==> src/rtl/seg7_pkg.sv <==
// Shared definitions for the seven-segment display path (driver and scan receiver).
package seg7_pkg;

    localparam int NUM_POS = 5;

    localparam logic [6:0] SEG_0     = 7'h3F;
    localparam logic [6:0] SEG_1     = 7'h06;
    localparam logic [6:0] SEG_2     = 7'h5B;
    localparam logic [6:0] SEG_3     = 7'h4F;
    localparam logic [6:0] SEG_4     = 7'h66;
    localparam logic [6:0] SEG_5     = 7'h6D;
    localparam logic [6:0] SEG_6     = 7'h7D;
    localparam logic [6:0] SEG_7     = 7'h07;
    localparam logic [6:0] SEG_8     = 7'h7F;
    localparam logic [6:0] SEG_9     = 7'h6F;
    localparam logic [6:0] SEG_TEN   = 7'h3B;
    localparam logic [6:0] SEG_BLANK = 7'h00;

    localparam logic [3:0] CODE_TEN   = 4'hA;
    localparam logic [3:0] CODE_ERR   = 4'hE;
    localparam logic [3:0] CODE_BLANK = 4'hF;

    function automatic logic is_one_hot(input logic [NUM_POS-1:0] v);
        return (v != {NUM_POS{1'b0}}) && ((v & (v - {{(NUM_POS-1){1'b0}}, 1'b1})) == {NUM_POS{1'b0}});
    endfunction

endpackage

==> src/rtl/seg7_pattern_decoder.sv <==
// Maps a 7-bit segment pattern (dp excluded) back to its 4-bit digit code.
module seg7_pattern_decoder
    import seg7_pkg::*;
(
    input  logic [6:0] pattern,
    output logic [3:0] code,
    output logic       illegal
);

    // Table lookup; anything not produced by the driver decodes to the error code.
    always_comb begin
        code    = CODE_ERR;
        illegal = 1'b1;
        case (pattern)
            SEG_0:     begin code = 4'h0;       illegal = 1'b0; end
            SEG_1:     begin code = 4'h1;       illegal = 1'b0; end
            SEG_2:     begin code = 4'h2;       illegal = 1'b0; end
            SEG_3:     begin code = 4'h3;       illegal = 1'b0; end
            SEG_4:     begin code = 4'h4;       illegal = 1'b0; end
            SEG_5:     begin code = 4'h5;       illegal = 1'b0; end
            SEG_6:     begin code = 4'h6;       illegal = 1'b0; end
            SEG_7:     begin code = 4'h7;       illegal = 1'b0; end
            SEG_8:     begin code = 4'h8;       illegal = 1'b0; end
            SEG_9:     begin code = 4'h9;       illegal = 1'b0; end
            SEG_TEN:   begin code = CODE_TEN;   illegal = 1'b0; end
            SEG_BLANK: begin code = CODE_BLANK; illegal = 1'b0; end
            default:   begin code = CODE_ERR;   illegal = 1'b1; end
        endcase
    end

endmodule

==> src/rtl/seg7_scan_decoder.sv <==
// Scan-bus receiver: synchronizes {sel,seg}, accepts each stable pair once and
// rebuilds the digit word with frame, error and stall reporting.
module seg7_scan_decoder
    import seg7_pkg::*;
#(
    parameter int         STABLE_CYCLES  = 4,
    parameter int         TIMEOUT_CYCLES = 4096,
    parameter logic [4:0] FRAME_MASK     = 5'b01111
) (
    input  logic        clk,
    input  logic        reset,
    input  logic [4:0]  sel_in,
    input  logic [7:0]  seg_in,
    input  logic        clear,
    output logic [19:0] digits_out,
    output logic [4:0]  digit_valid,
    output logic        frame_done,
    output logic        seg_error,
    output logic        sel_error,
    output logic        timeout
);

    localparam int BUS_W = NUM_POS + 8;
    localparam int CNT_W = (STABLE_CYCLES > 1) ? $clog2(STABLE_CYCLES) : 1;
    localparam logic [CNT_W-1:0] CNT_MAX = CNT_W'(STABLE_CYCLES - 1);
    localparam int TO_W = $clog2(TIMEOUT_CYCLES + 1);
    localparam logic [TO_W-1:0] TO_MAX  = TO_W'(TIMEOUT_CYCLES);
    localparam logic [TO_W-1:0] TO_LAST = TO_W'(TIMEOUT_CYCLES - 1);

    logic [BUS_W-1:0] sync1_r, sync2_r, prev_r;
    logic [CNT_W-1:0] cnt_r, cnt_s;
    logic             accepted_r, acc_held_s, changed_s, fire_s;
    logic [4:0]       sel_s;
    logic             accept_s, sel_bad_s, frame_pend_s, to_hit_s;
    logic [3:0]       code_s;
    logic             illegal_s;
    logic [TO_W-1:0]  to_cnt_r, to_cnt_nxt_s;
    logic [19:0]      digits_r, digits_nxt_s;
    logic [4:0]       valid_r, valid_nxt_s, seen_r, seen_nxt_s;
    logic             frame_r, seg_err_r, sel_err_r, timeout_r;
    logic             frame_nxt_s, seg_err_nxt_s, sel_err_nxt_s, timeout_nxt_s;

    assign sel_s = sync2_r[BUS_W-1:8];

    seg7_pattern_decoder u_decoder (
        .pattern (sync2_r[6:0]),
        .code    (code_s),
        .illegal (illegal_s)
    );

    // cnt_s is the run length of the sampled pair minus one, including this cycle.
    always_comb begin
        changed_s = (sync2_r != prev_r);
        if (changed_s) begin
            cnt_s      = {CNT_W{1'b0}};
            acc_held_s = 1'b0;
        end else begin
            acc_held_s = accepted_r;
            if (cnt_r == CNT_MAX) begin
                cnt_s = CNT_MAX;
            end else begin
                cnt_s = cnt_r + CNT_W'(1);
            end
        end
        fire_s       = (cnt_s == CNT_MAX) && !acc_held_s;
        accept_s     = fire_s && is_one_hot(sel_s) && !clear;
        sel_bad_s    = fire_s && !is_one_hot(sel_s) && (sel_s != 5'd0) && !clear;
        frame_pend_s = ((seen_r & FRAME_MASK) == FRAME_MASK);
        to_hit_s     = !accept_s && (to_cnt_r == TO_LAST);
    end

    // Slot write for the accepted position.
    always_comb begin
        digits_nxt_s = digits_r;
        for (int i = 0; i < NUM_POS; i++) begin
            if (accept_s && sel_s[i]) begin
                digits_nxt_s[4*i +: 4] = code_s;
            end else begin
                digits_nxt_s[4*i +: 4] = digits_r[4*i +: 4];
            end
        end
    end

    // Flag, frame and stall bookkeeping; clear outranks timeout, timeout outranks frame.
    always_comb begin
        valid_nxt_s   = (clear || to_hit_s) ? 5'd0 : (valid_r | (accept_s ? sel_s : 5'd0));
        seen_nxt_s    = (clear || to_hit_s) ? 5'd0
                      : ((frame_pend_s ? 5'd0 : seen_r) | (accept_s ? sel_s : 5'd0));
        frame_nxt_s   = !clear && frame_pend_s && !to_hit_s;
        seg_err_nxt_s = clear ? 1'b0 : (seg_err_r | (accept_s && illegal_s));
        sel_err_nxt_s = clear ? 1'b0 : (sel_err_r | sel_bad_s);
        if (clear) begin
            timeout_nxt_s = 1'b0;
        end else if (to_hit_s) begin
            timeout_nxt_s = 1'b1;
        end else if (accept_s) begin
            timeout_nxt_s = 1'b0;
        end else begin
            timeout_nxt_s = timeout_r;
        end
        if (accept_s) begin
            to_cnt_nxt_s = {TO_W{1'b0}};
        end else if (to_cnt_r == TO_MAX) begin
            to_cnt_nxt_s = TO_MAX;
        end else begin
            to_cnt_nxt_s = to_cnt_r + TO_W'(1);
        end
    end

    // State and output registers.
    always_ff @(posedge clk or posedge reset) begin
        if (reset) begin
            sync1_r    <= {BUS_W{1'b0}};
            sync2_r    <= {BUS_W{1'b0}};
            prev_r     <= {BUS_W{1'b0}};
            cnt_r      <= {CNT_W{1'b0}};
            accepted_r <= 1'b0;
            to_cnt_r   <= {TO_W{1'b0}};
            digits_r   <= 20'hFFFFF;
            valid_r    <= 5'd0;
            seen_r     <= 5'd0;
            frame_r    <= 1'b0;
            seg_err_r  <= 1'b0;
            sel_err_r  <= 1'b0;
            timeout_r  <= 1'b0;
        end else begin
            sync1_r    <= {sel_in, seg_in};
            sync2_r    <= sync1_r;
            prev_r     <= sync2_r;
            cnt_r      <= cnt_s;
            accepted_r <= acc_held_s | fire_s;
            to_cnt_r   <= to_cnt_nxt_s;
            digits_r   <= digits_nxt_s;
            valid_r    <= valid_nxt_s;
            seen_r     <= seen_nxt_s;
            frame_r    <= frame_nxt_s;
            seg_err_r  <= seg_err_nxt_s;
            sel_err_r  <= sel_err_nxt_s;
            timeout_r  <= timeout_nxt_s;
        end
    end

    assign digits_out  = digits_r;
    assign digit_valid = valid_r;
    assign frame_done  = frame_r;
    assign seg_error   = seg_err_r;
    assign sel_error   = sel_err_r;
    assign timeout     = timeout_r;

endmodule

==> config.mk <==
export PLATFORM = sky130hd
export DESIGN_NAME = seg7_scan_decoder
export DESIGN_NICKNAME = d
export VERILOG_FILES = /design/src/rtl/seg7_pkg.sv /design/src/rtl/seg7_pattern_decoder.sv /design/src/rtl/seg7_scan_decoder.sv
export SDC_FILE = /design/constraint.sdc
export NUM_CORES = 1
export LEC_CHECK = 0
export BUFFER_PORTS_ARGS = -buffer_cell sky130_fd_sc_hd__buf_4
export CORE_ASPECT_RATIO = 0.9
export CORE_UTILIZATION = 55
export CTS_BUF_LIST = sky130_fd_sc_hd__clkbuf_16
export CTS_CLUSTER_DIAMETER = 30
export CTS_CLUSTER_SIZE = 28
export DETAILED_ROUTE_END_ITERATION = 6
export PLACE_DENSITY = 0.76
export SYNTH_ARGS = -nofsm -noshare
export SYNTH_HDL_FRONTEND = slang
export SYNTH_HIERARCHICAL = 1
export SYNTH_SLANG_ARGS = --single-unit
export TNS_END_PERCENT = 5
==> constraint.sdc <==
create_clock -name clk -period 4.2 [get_ports clk]
set_input_delay 0.42 -clock clk [delete_from_list [all_inputs] [get_ports clk]]
set_output_delay 0.42 -clock clk [all_outputs]
set_load 0.01 [all_outputs]
==> flow_metrics.env <==
export IMPL_tightestPinTransition_ns=1.09
export IMPL_clock_root_buffer="clkbuf_16"
export IMPL_max_freq_mhz=363
export IMPL_grt_use_total=0.214
export IMPL_cp_slowest_cell="o41ai_2"
export IMPL_postSynthAreaPerCell_sq_um=12.2
export IMPL_core_area_sq_mm=0.00655
export IMPL_antenna_left=0
export IMPL_postCtsSetupBuffers=0
export IMPL_crit_type="reg -> reg"
export IMPL_first_pass_iters=4
export IMPL_clk_latency_ns=0.33
export IMPL_cts_repair_resized=0
export IMPL_via_count=2398
export IMPL_clk_pin_slew_worst_paths_ns=0.06
export IMPL_wl_per_cell_microns=15.5
export IMPL_nets=363
export IMPL_grt_pass1_vias=2257
export IMPL_clock_sinks=88
export IMPL_die_w_microns=88.7
export IMPL_synth_compound_area_frac=0.0596
export IMPL_slew_violations=0
export IMPL_netlist_area_sq_mm=0.00372
export IMPL_synth_area_top_cells="dfrtp_1, dfstp_2, mux2_2"
export IMPL_grt_setup_unrepaired="no"
export IMPL_cp_end_kind="flop"
export IMPL_gp_congestion=0.779
export IMPL_antenna_found_initial=0
export IMPL_yosys_area_top_type="dfrtp_1"
export IMPL_cp_start_kind="flop"
export IMPL_reg2reg_from="sync2_r[2]$_DFF_PP0_"
export IMPL_syn_nets=322
export IMPL_rrSetupSlack_ns=1.45
export IMPL_synth_top_cell_area_share=0.458
export IMPL_portBuffers=44
export IMPL_rr_worst_depth=5
export IMPL_diodes=0
export IMPL_ys_types=57
export IMPL_dieArea_sq_mm=0.00709
export IMPL_holdBufCountCts=0
export IMPL_io_pins=45
export IMPL_multi_input_area_sq_mm=0.00135
export IMPL_synth_xor_area_share=0.0589
export IMPL_cts_tree="yes"
export IMPL_synth_seq_area_share=0.599
export IMPL_cp_arrival_ns=2.92
export IMPL_crit_required_ns=4.37
export IMPL_drt_iter0_drc=103
export IMPL_netlist_top_cells_count="dfrtp_1, nor2_1, xor2_1"
export IMPL_synth_fa_ha_area_frac=0.00942
export IMPL_grt_util_met3=0.0693
export IMPL_holdCritStartpoint="sel_in[4]"
export IMPL_cellLeakagePower_nw=1.99
export IMPL_area_growth_pct=18.3
export IMPL_synthMuxAreaShare=0.0633
export IMPL_irDropWorstVdd_uv=335
export IMPL_synth_flop_cell="dfrtp_1"
export IMPL_clockBufferDepth=2
export IMPL_use_met1=0.292
export IMPL_fillers=496
export IMPL_timing_setup_tns_ns=0
export IMPL_max_stage_delay_ns=1.02
export IMPL_seq_area_sq_mm=0.00223
export IMPL_power_density_mw_per_mm2=412
export IMPL_grt_pass1_wl_microns=11200
export IMPL_hp_class="in -> reg"
export IMPL_status="finished, final reports clean"
export IMPL_setup_violations=0
export IMPL_skew_ns=0.00462
export IMPL_cts_made_buffers=9
export IMPL_use_met2=0.328
export IMPL_crit_chain="xor2_1, nor4_1, nand4_1, o41ai_2, nor2_1"
export IMPL_grt_overflow=0
export IMPL_drive_above_1_share=0.320
export IMPL_hold_path_cell_count=1
export IMPL_finalWirelength_microns=6810
export IMPL_drc_errors=0
export IMPL_rows=28
export IMPL_synth_most_common_cell="dfrtp_1"
export IMPL_relSlewSlack=0.269
export IMPL_busiest_layer="met2"
export IMPL_cp_max_fo=13
export IMPL_ys_async_sr_fraction=1.00
export IMPL_total_power_mw=1.81
export IMPL_vias_per_cell=5.45
export IMPL_min_to="sync1_r[12]$_DFF_PP0_"
export IMPL_start_util=0.567
export IMPL_htreeDepth=3
export IMPL_syn_instance_count=304
export IMPL_die_y_microns=80.0
export IMPL_maxCapViolCount=0
export IMPL_period_share=0.656
export IMPL_ys_warnings_count=6
export IMPL_r2r_end="to_cnt_r[4]$_DFF_PP0_"
export IMPL_period_needed_ns=2.75
export IMPL_ys_seq_elements=88
export IMPL_synth_edf_count=0
export IMPL_synth_top_family_by_area="simple AND/OR/NAND/NOR gates"
export IMPL_hpwl_microns=4470
export IMPL_grt_max_degree=56
export IMPL_synth_simple_area_share=0.171
export IMPL_finalHoldViolCount=0
how the worst max path moves through the flow:
stage                         start                      to  slack, ns  cells past startpoint
2_1_floorplan                 reset    accepted_r$_DFF_PP0_       1.53                      1
3_3_place_gp   sync2_r[2]$_DFF_PP0_  to_cnt_r[10]$_DFF_PP0_       1.57                      5
3_5_place_dp   sync2_r[2]$_DFF_PP0_   to_cnt_r[4]$_DFF_PP0_       1.50                      5
4_1_cts        sync2_r[2]$_DFF_PP0_   to_cnt_r[3]$_DFF_PP0_       1.42                      5
5_1_grt        sync2_r[2]$_DFF_PP0_   to_cnt_r[9]$_DFF_PP0_       1.14                      5
6_report       sync2_r[2]$_DFF_PP0_   to_cnt_r[4]$_DFF_PP0_       1.45                      5
state kept, by name, indices dropped and copies added (netlist names):
| signal | flops |
|---|---|
| accepted_r | 1 |
| cnt_r | 2 |
| digit_valid | 5 |
| digits_out | 20 |
| frame_done | 1 |
| prev_r | 13 |
| seen_r | 4 |
| seg_error | 1 |
| sel_error | 1 |
| sync1_r | 13 |
| sync2_r | 13 |
| timeout | 1 |
| to_cnt_r | 13 |
area by class of cell:
cell class / instances / area share
flip-flops and latches: 88 / 0.507
multi-input cells: 190 / 0.306
repair buffers: 46 / 0.0785
clock buffers: 9 / 0.0512
well taps: 90 / 0.0256
clock inverters: 7 / 0.0233
inverters: 10 / 0.00882
logic make-up (layout without fill, tap and decap cells):
group	count (synthesis)	count (layout)
simple gates	112	112
flops	88	88
mux	21	21
fa+ha+maj	3	3
compound gates	29	29
buf+inv	26	72
xor+xnor	25	25
worst max-delay path, delay by kind of cell (launching register included):
family	cells	cell delay, ns
XOR/XNOR	1	0.20
AO/OA/AOI/OAI	1	1.02
AND/OR/NAND/NOR	3	0.85
flip-flops	1	0.52
power breakdown:
group	total (mW)	switching (mW)	internal (mW)
logic	0.0676	0.0405	0.0270
clock network	0.856	0.328	0.528
registers	0.890	0.0221	0.867
total	1.81	0.391	1.42
per-stage QoR:
step	setup slack [ns]	util	cells	hold WS, ns	area (sq um)
3_5_place_dp	1.50	0.621	424	0.335	4070
5_1_grt	1.14	0.671	440	0.176	4400
2_1_floorplan	1.53	-	304	0.331	3720
3_3_place_gp	1.57	0.621	424	0.333	4070
6_report	1.45	0.671	440	0.194	4400
4_1_cts	1.42	0.671	440	0.184	4400
metal layers:
layer,wire [microns],part of all wire
met1,3220,0.47
met2,3310,0.49
met5,0,0
met3,252,0.037
met4,32,0.0047
cell usage in the layout (no fill, tap or decap), drive strengths merged, types with 2 or more instances in the layout:
cell	instances
nor2b	6
buf	46
dfstp	20
o211ai	3
and2	2
ha	2
nor3	7
and4	4
inv	11
a31oi	2
a21oi	5
or4	2
dfrtp	68
bufinv	2
clkinv	4
nand3b	3
mux2	20
o311ai	3
nand2	15
nor4	5
xor2	21
nand4	14
nand3	15
xnor2	4
and3	5
o21ai	2
clkbuf	9
nor2	28
(Power assumes the default switching activity.)
